[src/rtl/craps_turn_ctrl.sv]
// Two-player craps turn scheduler: owns the dice roller grant, evaluates settled sums,
// keeps round scores and ends the match once a player reaches WIN_TARGET round wins.
module craps_turn_ctrl #(
    parameter int unsigned WIN_TARGET = 3,
    parameter int unsigned RESULT_CYC = 4,
    parameter int unsigned CNT_W      = 8
) (
    input  logic       clk,
    input  logic       rst,
    input  logic       roll_a,
    input  logic       roll_b,
    input  logic [3:0] sum,
    output logic       inc,
    output logic       turn_b,
    output logic [3:0] point,
    output logic       round_win,
    output logic       round_lose,
    output logic [3:0] score_a,
    output logic [3:0] score_b,
    output logic       match_over,
    output logic       winner_b
);

    typedef enum logic [2:0] {
        StComeWait,
        StComeRoll,
        StComeEval,
        StPtWait,
        StPtRoll,
        StPtEval,
        StResult,
        StMatchEnd
    } state_e;

    localparam logic [3:0]       Target  = 4'(WIN_TARGET);
    localparam logic [CNT_W-1:0] CntLast = CNT_W'(RESULT_CYC - 1);

    state_e           state_q, state_d;
    logic             turn_q, turn_d;
    logic [3:0]       point_q, point_d;
    logic             win_q, win_d;
    logic             lose_q, lose_d;
    logic [3:0]       score_a_q, score_a_d;
    logic [3:0]       score_b_q, score_b_d;
    logic             winner_q, winner_d;
    logic [CNT_W-1:0] cnt_q, cnt_d;

    logic       act_roll;
    logic [3:0] act_score;
    logic       win_entry;
    logic       lose_entry;

    assign act_roll  = turn_q ? roll_b : roll_a;
    assign act_score = turn_q ? score_b_q : score_a_q;

    always_comb begin
        state_d    = state_q;
        turn_d     = turn_q;
        point_d    = point_q;
        win_d      = win_q;
        lose_d     = lose_q;
        score_a_d  = score_a_q;
        score_b_d  = score_b_q;
        winner_d   = winner_q;
        cnt_d      = cnt_q;
        inc        = 1'b0;
        win_entry  = 1'b0;
        lose_entry = 1'b0;

        unique case (state_q)
            StComeWait: if (act_roll) state_d = StComeRoll;
            StComeRoll: begin
                inc = act_roll;
                if (!act_roll) state_d = StComeEval;
            end
            StComeEval: begin
                case (sum)
                    4'd7, 4'd11:       win_entry  = 1'b1;
                    4'd2, 4'd3, 4'd12: lose_entry = 1'b1;
                    4'd4, 4'd5, 4'd6, 4'd8, 4'd9, 4'd10: begin
                        point_d = sum;
                        state_d = StPtWait;
                    end
                    default:           state_d = StComeWait;
                endcase
            end
            StPtWait: if (act_roll) state_d = StPtRoll;
            StPtRoll: begin
                inc = act_roll;
                if (!act_roll) state_d = StPtEval;
            end
            StPtEval: begin
                if (sum == point_q)    win_entry  = 1'b1;
                else if (sum == 4'd7)  lose_entry = 1'b1;
                else                   state_d    = StPtWait;
            end
            StResult: begin
                cnt_d = cnt_q + CNT_W'(1);
                if (cnt_q == CntLast) begin
                    cnt_d   = '0;
                    point_d = '0;
                    win_d   = 1'b0;
                    lose_d  = 1'b0;
                    if (act_score == Target) begin
                        winner_d = turn_q;
                        state_d  = StMatchEnd;
                    end else begin
                        turn_d  = ~turn_q;
                        state_d = StComeWait;
                    end
                end
            end
            StMatchEnd: state_d = StMatchEnd;
            default:    state_d = StComeWait;
        endcase

        // The score bump lands on the same edge that enters RESULT.
        if (win_entry || lose_entry) begin
            state_d = StResult;
            cnt_d   = '0;
            win_d   = win_entry;
            lose_d  = lose_entry;
            if (win_entry) begin
                if (turn_q) score_b_d = score_b_q + 4'd1;
                else        score_a_d = score_a_q + 4'd1;
            end
        end
    end

    always_ff @(posedge clk) begin
        if (rst) begin
            state_q   <= StComeWait;
            turn_q    <= 1'b0;
            point_q   <= '0;
            win_q     <= 1'b0;
            lose_q    <= 1'b0;
            score_a_q <= '0;
            score_b_q <= '0;
            winner_q  <= 1'b0;
            cnt_q     <= '0;
        end else begin
            state_q   <= state_d;
            turn_q    <= turn_d;
            point_q   <= point_d;
            win_q     <= win_d;
            lose_q    <= lose_d;
            score_a_q <= score_a_d;
            score_b_q <= score_b_d;
            winner_q  <= winner_d;
            cnt_q     <= cnt_d;
        end
    end

    assign turn_b     = turn_q;
    assign point      = point_q;
    assign round_win  = win_q;
    assign round_lose = lose_q;
    assign score_a    = score_a_q;
    assign score_b    = score_b_q;
    assign match_over = (state_q == StMatchEnd);
    assign winner_b   = winner_q;

endmodule

[config.mk]
export PLATFORM = sky130hd
export DESIGN_NAME = craps_turn_ctrl
export DESIGN_NICKNAME = d
export VERILOG_FILES = /design/src/rtl/craps_turn_ctrl.sv
export SDC_FILE = /design/constraint.sdc
export NUM_CORES = 1
export LEC_CHECK = 0
export ABC_AREA = 1
export BUFFER_PORTS_ARGS = -buffer_cell sky130_fd_sc_hd__buf_2
export CAP_MARGIN = 20
export CORE_ASPECT_RATIO = 1.5
export CORE_MARGIN = 1
export CORE_UTILIZATION = 49
export CTS_CLUSTER_DIAMETER = 60
export DETAILED_ROUTE_END_ITERATION = 7
export PLACE_DENSITY = 0.79
export SYNTH_ARGS = -nofsm -noshare
export SYNTH_HDL_FRONTEND = slang
export SYNTH_SLANG_ARGS = --single-unit
[constraint.sdc]
create_clock -name clk -period 2.6 [get_ports clk]
set_clock_uncertainty 0.2 [all_clocks]
set_input_delay 0 -clock clk [delete_from_list [all_inputs] [get_ports clk]]
set_output_delay 0 -clock clk [all_outputs]
set_load 0.005 [all_outputs]
==> results of run 1 <==
-- per-layer routing --
metal,track usage (%),up-vias,wire (um)
met5,0,-,0
met4,7.94,0,61
met3,2.48,6,129
met2,41.1,39,1880
met1,26.2,754,1580
li1,-,867,-
-- kinds of logic (layout without fill, tap and decap cells) --
family | Yosys count | after routing | share of synthesized area [%]
buffers and inverters | 33 | 67 | 8.70
AND/OR/NAND/NOR | 157 | 157 | 42.9
AO/OA/AOI/OAI | 23 | 23 | 8.02
adder cells (fa/ha/maj) | 3 | 3 | 2.25
flip-flops | 27 | 27 | 32.4
XOR/XNOR | 11 | 11 | 5.77
-- cells in the final DEF, fill, tap and decap left out --
cell            n
nand2_1        77
nor2_1         34
dfxtp_1        27
buf_2          25
inv_1          21
nand3_1        19
a21oi_1        12
xor2_1          9
dlygate4sd3_1   9
nor2_2          7
inv_2           5
o21ai_0         5
a21oi_2         4
nand4_1         4
nand3_2         3
nand2_4         3
nand2_2         3
ha_1            3
clkbuf_8        3
clkinv_1        2
xnor2_1         2
nor3_1          2
clkinv_2        2
nand3b_1        1
nor2_4          1
nor3_2          1
or2_1           1
o21ai_1         1
o2111ai_1       1
nor3b_1         1
-- worst max-delay path by stage --
stage | start | end | depth (start not counted)
2_1_floorplan | cnt_q[0] | state_q[1] | 10
3_3_place_gp | turn_b | state_q[1] | 11
3_5_place_dp | turn_b | state_q[1] | 11
4_1_cts | state_q[1] | point[1] | 8
5_1_grt | state_q[1] | point[1] | 8
6_report | state_q[1] | point[2] | 8
-- worst max-delay path, stage by stage (launching register included) --
cell and delay, ns:
dfxtp_1 0.43, nand2_1 0.13, nor2_2 0.38, nand2_2 0.19
nand2_1 0.09, inv_1 0.08, nand2_1 0.06, a21oi_1 0.05
dlygate4sd3_1 0.57
-- what timing repair did --
| item | CTS | global route |
|---|---|---|
| hold buffers | 9 | 0 |
| resized for setup | 0 | 0 |
| setup buffers | 0 | 0 |
| hold endpoints to repair | 13 | 0 |
-- sequential cells by signal (all words and copies together), names as in the netlist --
signal	count
score_a	4
winner_b	1
round_win	1
turn_b	1
cnt_q	8
round_lose	1
point	4
state_q	3
score_b	4
-- power by group through the flow --
stage	registers [mW]	logic [mW]	clock network, mW
final	0.479	0.358	0.242
after global routing	0.483	0.408	0.258
after CTS	0.477	0.358	0.246
after detailed placement	0.487	0.347	0
after global placement	0.485	0.342	0
after floorplan	0.482	0.273	0
-- layout make-up --
class | instances | area [um2] | area share, %
clock buffers | 3 | 41.3 | 2.12
well taps | 40 | 50.0 | 2.57
clock inverters | 1 | 5.00 | 0.257
multi-input cells | 194 | 983 | 50.5
flip-flops and latches | 27 | 541 | 27.8
inverters | 29 | 110 | 5.66
repair buffers | 34 | 215 | 11.1
==> run summary, run 1 <==
worst hold slack = 0.124 ns
worst vdd ir = 0.000476 V
Post-Route Setup TNS = 0 ns
R2R cell count = 8
detailed placement HPWL = 2.72 mm
sw frac = 36.8%
Top FF cell, synth = dfxtp_1
R2R Setup Slk = 0.31 ns
clock-pin transition on the worst setup and hold timing paths = 0.09 ns
leakage = 0.958 nW
Synth Register Bits = 27
RD Place Congestion = 0.896
Tightest Pin Transition = 0.459 ns
Final nets = 300
final setup margin = 0.309 ns
most frequent cells after synthesis = nand2_1, nor2_1, dfxtp_1
outcome = finished, final reports clean
post-layout util = 61.0%
die width = 49.7 um
RSZ-0062 raised after global routing = false
Setup CP Type = reg2reg
Avg Inst Size Synth = 6.57 um2
fin crit share = 88.1%
remaining antenna violation count after routing = 0
die area = 0.00365 mm2
clock power share = 22.5%
maximum capacitance violations = 0
TritonRoute pass-1 iters = 4
CP arrival = 2.25 ns
Internal = 0.682 mW
htree depth = 1
first-pass GRT wire length = 6.43 mm
initial antenna violation count = 0
Core Footprint = 0.00319 mm2
combinational cell fraction of total power = 33.2%
EDFF count, synth = 0
Die Span Y = 73.5 um
sequential area share after synthesis = 32.4%
io pins = 26
r2r startpoint = state_q[1]
CTS tree = built
Root Driver = clkbuf_8
HP Class = in2reg
total gr overflow = 0
max_slew headroom = 69.3%
min Tclk post-route = 2.29 ns
clk sinks = 27
Max Root-Sink Buffers = 2
port bufs = 25
Worst Path Required = 2.56 ns
final std cells w/o fill = 328
GRT Overall Usage = 22.3%
DRC = 0
synthesized area = 0.00167 mm2
Sw Pwr = 0.397 mW
largest net degree at the start of global routing = 16
crit end category = flip-flop
Post-Syn Instances = 254
latest clock arrival within the worst-skew pair = 0.27 ns
synth top area cells = dfxtp_1, nand2_1, nor2_1
Placed Instance Area = 0.00181 mm2
WL final = 3.66 mm
Peak Freq = 0.437 GHz
synth-to-layout area growth = 16.6%
pwr dens = 555 mW/mm2
Synth top area share = 32.4%
worst slack, placed = 0.746 ns
Unique masters post-synth = 31
layout cells sized above 1 = 19.8%
final hold vios = 0
Starting Density = 52.3%
hold endpoint = state_q[2]
Setup violations, final = 0
wire per inst = 11.1 um
Tot Pwr = 1.08 mW
syn_nets = 265
total CTS buffers = 3
FFs w/ async S/R, synth = 0%
1st-iter DRT viols = 49
Critical R2R Capture = point[2]
via count = 1666
most common cell in the netlist = nand2_1
# rows = 25
crit start category = flip-flop
hold wc startpoint = roll_a
via count of the first global-routing pass = 1565
vias per cell = 5.08
fillers = 331
n_diodes = 0
Pins Over Slew Limit = 0
Hold Crit Depth = 8
post-placement cell count = 315
sequential group share of total power = 44.3%
largest area contributor in the netlist = dfxtp_1
CP Max Fanout = 11
Design Area, Final = 0.00195 mm2
Synth warnings = 0
(Power assumes the default switching activity.)
==> run 2: changes to the inputs <==
Settings changed: SKIP_LAST_GASP from default to 1.
Clock period 2.6 ns to 2.2 ns, I/O delays scaled along.
==> run summary, run 2 (same netlist as run 1, synthesis figures left out) <==
outcome = finished, final reports clean
Max Root-Sink Buffers = 2
Critical Path, Cell by Cell = nand2_1 > nor2_2 > inv_2 > nor2_1 > nor2_1 > nand3_2 > nor2_1 > nor2_1 > nor2_1
max_slew headroom = 70.4%
total gr overflow = 0
worst vdd ir = 0.000588 V
HP Class = in2reg
largest net degree at the start of global routing = 17
n_diodes = 0
crit end category = flip-flop
initial antenna violation count = 0
Worst path max stage delay = 0.44 ns
CTS tree = built
Peak Freq = 0.552 GHz
via count of the first global-routing pass = 1566
detailed placement HPWL = 2.70 mm
TritonRoute pass-1 iters = 4
latest clock arrival within the worst-skew pair = 0.28 ns
htree depth = 1
fillers = 323
Most common cell on crit path = nor2_1
io pins = 26
slowest CP cell = dfxtp_1
DRC = 0
vias per cell = 5.00
Tightest Pin Transition = 0.443 ns
Pins Over Slew Limit = 0
Final nets = 297
worst path bufs/invs = 1
Die Span Y = 73.5 um
Core Footprint = 0.00319 mm2
pwr dens = 659 mW/mm2
fin crit share = 82.3%
GRT Overall Usage = 22.5%
final hold vios = 0
clk sinks = 27
max reg flops = 8
remaining antenna violation count after routing = 0
layout cells sized above 1 = 20.4%
CP arrival = 1.78 ns
wire per inst = 10.9 um
die area = 0.00365 mm2
commonest non-fill, non-tap cell in the layout = nand2_1
CTS resizes = 0
RSZ-0062 raised after global routing = false
crit start category = flip-flop
Setup CP Type = reg2reg
1st-iter DRT viols = 41
maximum capacitance violations = 0
RD Place Congestion = 0.904
Top reg by flops = cnt_q
CP Max Fanout = 11
CP top delay family = simple AND/OR/NAND/NOR gates
leakage = 0.932 nW
Tot Pwr = 1.26 mW
Post-Route Setup TNS = 0 ns
# rows = 25
min Tclk post-route = 1.81 ns
Root Driver = clkbuf_8
Worst Path Required = 2.17 ns
final setup margin = 0.389 ns
port bufs = 25
via count = 1624
clock-pin transition on the worst setup and hold timing paths = 0.09 ns
first-pass GRT wire length = 6.48 mm
post-layout util = 60.0%
total CTS buffers = 3
Setup violations, final = 0
synth-to-layout area growth = 14.8%
die width = 49.7 um
worst slack, placed = 0.409 ns
WL final = 3.56 mm
most frequent cells in the layout = nand2_1, nor2_1, dfxtp_1
Starting Density = 52.3%
run 2: cell count changes in the layout (fill, tap and decap cells not counted), sizes merged:
| cell | delta |
|---|---|
| buf | +1 |
| clkinv | -1 |
| clkinvlp | +1 |
| dlygate4sd3 | -4 |
run 2: power by group:
part / total, mW / switching, mW / internal (mW)
logic: 0.402 / 0.250 / 0.152
registers: 0.565 / 0.0425 / 0.522
clock network: 0.295 / 0.166 / 0.129
run 2: metrics by stage:
stage / area (um2) / hold slack [ns] / instances
3_5_place_dp: 1820 / 0.112 / 316
2_1_floorplan: 1670 / -0.131 / 254
3_3_place_gp: 1820 / 0.103 / 316
6_report: 1920 / 0.134 / 325
4_1_cts: 1920 / 0.137 / 325
5_1_grt: 1920 / 0.235 / 325
run 2: layout make-up:
| class | count | area [um2] | share of cell area, % |
|---|---|---|---|
| sequential | 27 | 541 | 28.2 |
| timing repair buffer | 31 | 183 | 9.54 |
| multi-input combinational | 194 | 983 | 51.3 |
| inverter | 29 | 110 | 5.75 |
| clock inverter | 1 | 7.51 | 0.392 |
| tap | 40 | 50.0 | 2.61 |
| clock buffer | 3 | 41.3 | 2.16 |
run 2: final timing paths:
kind / start / end / slack (ns) / depth (start not counted)
max reg2reg: state_q[1] / state_q[1] / 0.39 / 9
min: roll_a / state_q[2] / 0.13 / 8
max: state_q[1] / state_q[1] / 0.39 / 9
min reg2reg: round_win / round_win / 0.28 / 2
run 2: routing by layer:
| metal | routed length, um | track usage (%) | share of wire [%] | vias up |
|---|---|---|---|---|
| li1 | - | - | - | 863 |
| met1 | 1560 | 25.6 | 44 | 725 |
| met2 | 1820 | 41.7 | 51 | 27 |
| met3 | 77 | 1.86 | 2.2 | 9 |
| met4 | 99 | 10.5 | 2.8 | 0 |
| met5 | 0 | 0 | 0 | - |
run 2: worst reg2reg max path, stage by stage, from the launching register on:
cell and delay (ns):
dfxtp_1 0.44, nand2_1 0.13, nor2_2 0.37, inv_2 0.12, nor2_1 0.12, nor2_1 0.05, nand3_2 0.08, nor2_1 0.05
nor2_1 0.10, nor2_1 0.04
run 2: timing repair:
item,4_1_cts,5_1_grt
setup endpoints to repair,0,0
setup buffers,0,0
hold buffers,5,0
endpoints found under the hold margin,13,0
